$ cat src/rtl/interrupt_latch_ctrl.sv
// Four-line interrupt latch with fixed priority and a non-preemptive
// serve/acknowledge handshake followed by a programmable quiet gap.
module interrupt_latch_ctrl #(
    parameter int unsigned GAP_CYCLES = 1
) (
    input  logic       clk,
    input  logic       rst,
    input  logic [3:0] req,
    input  logic [3:0] mask,
    input  logic       ack,
    output logic       irq,
    output logic [1:0] id,
    output logic [3:0] pending,
    output logic [3:0] overrun,
    output logic       busy
);

    typedef enum logic [1:0] {
        IDLE  = 2'd0,
        SERVE = 2'd1,
        GAP   = 2'd2
    } state_t;

    localparam logic [3:0] GAP_LOAD = 4'(GAP_CYCLES - 1);

    state_t     state;
    state_t     state_nxt;
    logic [3:0] req_q;
    logic [3:0] rise;
    logic [3:0] eligible;
    logic [3:0] clr;
    logic [3:0] pending_nxt;
    logic [3:0] overrun_nxt;
    logic [1:0] sel;
    logic [1:0] id_nxt;
    logic       irq_nxt;
    logic [3:0] gap_cnt;
    logic [3:0] gap_nxt;

    // Edge detection, priority pick and pending/overrun bookkeeping.
    // A rise on the bit being acknowledged re-arms it and is not an overrun.
    always_comb begin
        rise     = req & ~req_q;
        eligible = pending & ~mask;
        if (eligible[3])      sel = 2'd3;
        else if (eligible[2]) sel = 2'd2;
        else if (eligible[1]) sel = 2'd1;
        else                  sel = 2'd0;
        clr = '0;
        if (state == SERVE && ack) clr[id] = 1'b1;
        pending_nxt = (pending & ~clr) | rise;
        overrun_nxt = overrun | (rise & pending & ~clr);
    end

    // Next-state and next-output logic for the serve handshake.
    always_comb begin
        state_nxt = state;
        irq_nxt   = irq;
        id_nxt    = id;
        gap_nxt   = gap_cnt;
        case (state)
            IDLE: begin
                if (eligible != '0) begin
                    state_nxt = SERVE;
                    irq_nxt   = 1'b1;
                    id_nxt    = sel;
                end
            end
            SERVE: begin
                if (ack) begin
                    state_nxt = GAP;
                    irq_nxt   = 1'b0;
                    gap_nxt   = GAP_LOAD;
                end
            end
            GAP: begin
                if (gap_cnt == '0) state_nxt = IDLE;
                else               gap_nxt   = gap_cnt - 4'd1;
            end
            default: begin
                state_nxt = IDLE;
                irq_nxt   = 1'b0;
            end
        endcase
    end

    // State and output registers; reset discards any in-flight request.
    always_ff @(posedge clk) begin
        if (rst) begin
            state   <= IDLE;
            irq     <= 1'b0;
            id      <= '0;
            pending <= '0;
            overrun <= '0;
            busy    <= 1'b0;
            req_q   <= '0;
            gap_cnt <= '0;
        end else begin
            state   <= state_nxt;
            irq     <= irq_nxt;
            id      <= id_nxt;
            pending <= pending_nxt;
            overrun <= overrun_nxt;
            busy    <= (state_nxt != IDLE);
            req_q   <= req;
            gap_cnt <= gap_nxt;
        end
    end

endmodule

$ cat config.mk
export PLATFORM = sky130hd
export DESIGN_NAME = interrupt_latch_ctrl
export DESIGN_NICKNAME = d
export VERILOG_FILES = /design/src/rtl/interrupt_latch_ctrl.sv
export SDC_FILE = /design/constraint.sdc
export NUM_CORES = 1
export LEC_CHECK = 0
export CAP_MARGIN = 20
export CELL_PAD_IN_SITES_DETAIL_PLACEMENT = 0
export CELL_PAD_IN_SITES_GLOBAL_PLACEMENT = 1
export CORE_ASPECT_RATIO = 1.2
export CORE_MARGIN = 2
export CORE_UTILIZATION = 43
export DETAILED_ROUTE_END_ITERATION = 8
export DONT_BUFFER_PORTS = 1
export GPL_TIMING_DRIVEN = 0
export PLACE_DENSITY_LB_ADDON = 0.12
export SETUP_SLACK_MARGIN = 0.1
export SYNTH_ARGS = -nofsm -noshare
export SYNTH_HDL_FRONTEND = slang
export SYNTH_SLANG_ARGS = --single-unit
$ cat constraint.sdc
create_clock -name clk -period 1.8 [get_ports clk]
set_input_delay 0.18 -clock clk [delete_from_list [all_inputs] [get_ports clk]]
set_output_delay 0.18 -clock clk [all_outputs]
set_load 0.1 [all_outputs]
Word level (Yosys, flattened, before mapping)
Cells that the tools add are included.
- output and inout port bits: 12
- register bits: 22
- logic and storage cells: 53
- bits of input ports: 11
- order comparisons: 2
- reduce and logical (&&, ||, !) cells: 10
- equality and inequality tests: 5
- add/subtract/negate cells: 1
- bitwise logic cells: 11
- multiplexer cells: 16
- operators by type and width (kind ; count):
    bitwise AND 4 bit ; 5
    two-way mux 4 bit ; 3
    NOT 4 bit ; 3
    two-way mux 2 bit ; 5
    OR 4 bit ; 2
    case mux 4 bit (2 select lines) ; 1
    inequality test 2 bit (second input constant) ; 3
    case mux 2 bit (3 select lines) ; 1
    AND reduction 3 bit ; 2
    logical NOT 4 bit ; 1
    two-way mux 1 bit ; 4
    nonzero test 2 bit ; 2
    nonzero test 4 bit ; 1
    subtractor 4 x 1 -> 4 bit (second input constant) ; 1
    < comparator 2 x 3 -> 1 bit (second input constant) ; 1
    case mux 1 bit (3 select lines) ; 1
    demux 1 bit (select 2 bit) ; 1
    == test 2 x 1 -> 1 bit (second input constant) ; 1
    == test 2 bit (second input constant) ; 1
    greater-or-equal comparator 2 x 1 -> 1 bit (second input constant) ; 1
    logical AND 1 bit ; 2
    logical NOT 2 bit ; 1
    AND reduction 2 bit ; 1
    NOT 1 bit ; 1

Logic depth before layout (Yosys ltp)
- depth in word-level cells: 8
- depth in mapped cells: 6
- gate-level depth less buffers: 6

Least setup slack after synthesis
OpenSTA, ideal clock, no wires.
- path type: reg-to-reg
- from: reg id[0]
- to: reg overrun[1]
- path slack: -0.098 ns
- clock period less this slack: 1.898 ns
- arrival: 1.770 ns
- library setup time: 0.128 ns
- stages on the path, launching flop included: 5
- required time: 1.672 ns
- path buffers: 0
- cells stage by stage: dfxtp_1 > inv_1 > or3_1 > a41oi_1 > nor2_1
- longest elaborated chain between the ends: 8
- elaborated cells between the ends (all ways): 9
- those cells by class: order compare: 2; mux: 3; bitwise: 3; reduce/logical: 1
- ends and longest elaborated chain (what ; RTL line ; source):
    start, declared ; 12 ; output logic [1:0] id,
    start signal, assigned ; 101 ; id <= id_nxt;
    < comparator 2 x 3 -> 1 bit (not written as such) / greater-or-equal comparator 2 x 1 -> 1 bit (equally long branches) ; 50 ; if (state == SERVE && ack) clr[id] = 1'b1;
    logical AND 1 bit (not written as such) ; 50 ;
    two-way mux 1 bit (not written as such) ; 50 ;
    demux 1 bit (select 2 bit) (*) ; 50 ;
    two-way mux 4 bit (*) ; 50 ;
    NOT 4 bit (*) ; 52 ; overrun_nxt = overrun | (rise & pending & ~clr);
    bitwise AND 4 bit (*) ; 52 ;
    OR 4 bit (*) ; 52 ;
    end signal, assigned ; 103 ; overrun <= overrun_nxt;
    end, declared ; 14 ; output logic [3:0] overrun,
Mark *: on every way between the ends. The rest lies on a longest branch, timed or not.
A chain may end at the register's enable or synchronous reset.

Worst setup path in the final report
- from: reg gap_cnt[0]
- to: reg gap_cnt[1]
- longest elaborated chain between the ends: 3
- elaborated cells between the ends (all ways): 6
- those cells by class: add/sub: 1; eq/ne: 1; mux: 2; reduce/logical: 2
- ends and longest elaborated chain (what ; RTL line ; source):
    start, declared ; 37 ; logic [3:0] gap_cnt;
    start signal, assigned ; 106 ; gap_cnt <= gap_nxt;
    subtractor 4 x 1 -> 4 bit / logical NOT 4 bit (equally long branches) ; 78, 77 ;
    two-way mux 4 bit / inequality test 2 bit (equally long branches) ; -- ;
    case mux 4 bit (2 select lines) / AND reduction 3 bit (equally long branches) ; -- ;
Several ways; a longest one is shown, not always the timed one. The select of a mux whose other input is x is not followed.

==> flow_metrics.tcl <==
set metrics [dict create \
    clk_pin_slew_ns 0.12 \
    hold_viol_final 0 \
    synth_most_common_cell "dfxtp_1" \
    async_reset_ff_frac 0 \
    crit_start "gap_cnt[0]" \
    drv_cap 0 \
    antenna_found_initial 0 \
    wl_um 1780 \
    slowest_delay_ns 0.39 \
    synth-edff-count 0 \
    coreArea_mm2 0.00203 \
    synth_seq_cells 22 \
    die-height_um 54.3 \
    rsz0062_at_grt "no" \
    dp_hpwl_um 1270 \
    crit_family "simple AND/OR/NAND/NOR gates" \
    synth_cells 101 \
    synth_top_area_cell "dfxtp_1" \
    syn_nets 114 \
    cp_cell_sequence "inv_1 -> ha_1 -> or3b_4 -> nand2_2 -> mux2_2 -> nor2_1" \
    track_usage 0.153 \
    ys_warn_count 0 \
    finClkSkew_ns 0.00139 \
    start_kind "flop" \
    cts_made_buffers 3 \
    gp_congestion 0.705 \
    clock-root-buffer "clkbuf_4" \
    avgViaCountPerCell 5.32 \
    cp.buffers_inverters 1 \
    finalMaxSlewViolations 0 \
    grt-busiest-layer "met2" \
    post_cts_buffers 0 \
    crit_slowest_cell "or3b_4" \
    timing.rr.end "gap_cnt[1]" \
    irDropWorstVdd_uv 530 \
    die_w_um 45.9 \
    use_met3 0.0264 \
    hold_ws_ns 0.0358 \
    tightest_slew_ns 0.979 \
    critPathCaptureType "flop" \
    wl_per_cell_um 13.5 \
    r2r-start "gap_cnt[0]" \
    final_area_mm2 0.00105 \
    synth_commonest_cells "22 x dfxtp_1, 12 x nor2_1, 9 x a21oi_1" \
    drtPass1Iterations 4 \
    drive_gt1_frac 0.170 \
    synthToLayoutAreaGrowth_pct 15.9 \
    reg2reg_depth 6 \
    max_freq_mhz 634 \
    status "completed" \
    clk_latency_ns 0.31 \
    cts_tree "yes" \
    nNetsFinal 126 \
    ys_top_cells_by_area "dfxtp_1 49%, nor2b_1 5.5%, a21oi_1 5.0%" \
    fin_tns_setup_ns 0 \
    n_antenna_cell 0 \
    powerDensity_mw_per_mm2 1050 \
    port_buffers 0 \
    start_util 0.448 \
    crit_fanout 4 \
    use_met1 0.199 \
    h-tree-depth 1 \
    clkSinkCount 22 \
    pin_count 23 \
    yosys.cell_types.count 28 \
    finalSetupViolCount 0 \
    grt-ovfl-total 0 \
    fin_crit_sh 0.876 \
    relSlewSlack 0.346 \
    synth_area_per_cell_um2 8.98 \
    grt_max_degree 13 \
    die-area_mm2 0.00249 \
    drtIter0Drc 16 \
    synth-main-ff-cell "dfxtp_1" \
    leakage_nw 0.426 \
    cts_buffer_depth 2 \
    first_global_vias 651 \
    cp_data_required_time_ns 2.05 \
    detail-route-antenna-nets 0 \
    vias 702 \
    path_class "reg2reg" \
    cp.depth 6 \
    r2r_setup_slack_ns 0.22 \
    yosysSeqAreaShare 0.486 \
    use_met2 0.243 \
    syn_area_um2 907 \
    arrival_ns 1.83 \
    endpoint "gap_cnt[1]" \
    layout_min_cycle_time_ns 1.58 \
    yosys.area.top_type_share 0.486 \
    drc_errors 0 \
    postPlaceCellArea_um2 933 \
    grt_pass1_wl_um 2680 \
    row_count 18 \
    min_path_type "in2reg" \
]
-- worst reg2reg max path, delay by kind of cell, from the launching register on --
family        cells  cell delay, ns
simple gates      3            0.58
flops             1            0.34
mux               1            0.34
fa+ha+maj         1            0.15
buf+inv           1            0.12
-- power by group --
part	switching [mW]	internal, mW	leakage, nW
Sequential	0.204	0.523	0.183
Clock	0.148	0.123	0.0210
Combinational	0.0493	0.0507	0.222
Total	0.402	0.697	0.426
-- how the worst min path moves through the flow --
stage	slack, ns	startpoint	cells past startpoint	endpoint
finish	0.04	rst	2	gap_cnt[3]
global route	0.02	ack	2	state[0]
CTS	0.008	req[0]	1	req_q[0]
detailed placement	0.32	req[1]	1	req_q[1]
global placement	0.31	req[1]	1	req_q[1]
floorplan	0.31	req[0]	1	req_q[0]
-- per-layer routing --
layer	wire, um	vias up	part of all wire
met1	826	318	0.46
met4	36	0	0.020
li1	-	363	-
met5	0	-	0
met3	66	5	0.037
met2	849	16	0.48
-- placed cells by master (no fill, tap or decap), types with 4 or more instances in the layout --
cell	n
nor2b_1	8
dfxtp_1	16
dfxtp_2	5
nand2_1	8
nor2_1	12
inv_1	6
dlygate4sd3_1	7
a21oi_1	9
nand3_1	4
-- metrics by stage --
| step | setup slack (ns) | total power, mW | cells | util |
|---|---|---|---|---|
| after floorplan | 0.140 | 0.801 | 101 | - |
| after detailed placement | 0.0253 | 0.823 | 121 | 0.460 |
| after global placement | 0.0202 | 0.821 | 121 | 0.460 |
| after CTS | 0.101 | 1.11 | 130 | 0.506 |
| final | 0.223 | 1.10 | 132 | 0.519 |
| after global routing | 0.108 | 1.15 | 132 | 0.519 |
-- cells by family (layout without fill, tap and decap cells) --
family,count (synthesis),in the layout,synth area share
multiplexers,2,2,0.0234
XOR/XNOR,2,2,0.0193
AND/OR/NAND/NOR,46,46,0.283
buffers and inverters,8,19,0.0345
flip-flops,22,22,0.486
adder cells (fa/ha/maj),2,2,0.0276
AO/OA/AOI/OAI,19,19,0.127
-- cell type report --
| class | count | area [um^2] |
|---|---|---|
| fillers | 212 | 976 |
| flip-flops and latches | 22 | 450 |
| multi-input cells | 71 | 438 |
| repair buffers | 7 | 70.1 |
| clock buffers | 4 | 36.3 |
| well taps | 20 | 25.0 |
| inverters | 6 | 22.5 |
| plain buffers | 2 | 8.76 |
-- state kept, by name (all words and copies together) (netlist names) --
signal   flops
busy         1
gap_cnt      4
id           2
irq          1
overrun      4
pending      4
req_q        4
state        2
-- repair_timing --
| action | in CTS | in global routing |
|---|---|---|
| hold buffers | 5 | 2 |
| gates resized for setup | 5 | 2 |
| endpoints found under the setup margin | 6 | 2 |
| endpoints found under the hold margin | 6 | 2 |
Power figures use the tool's default switching activity.
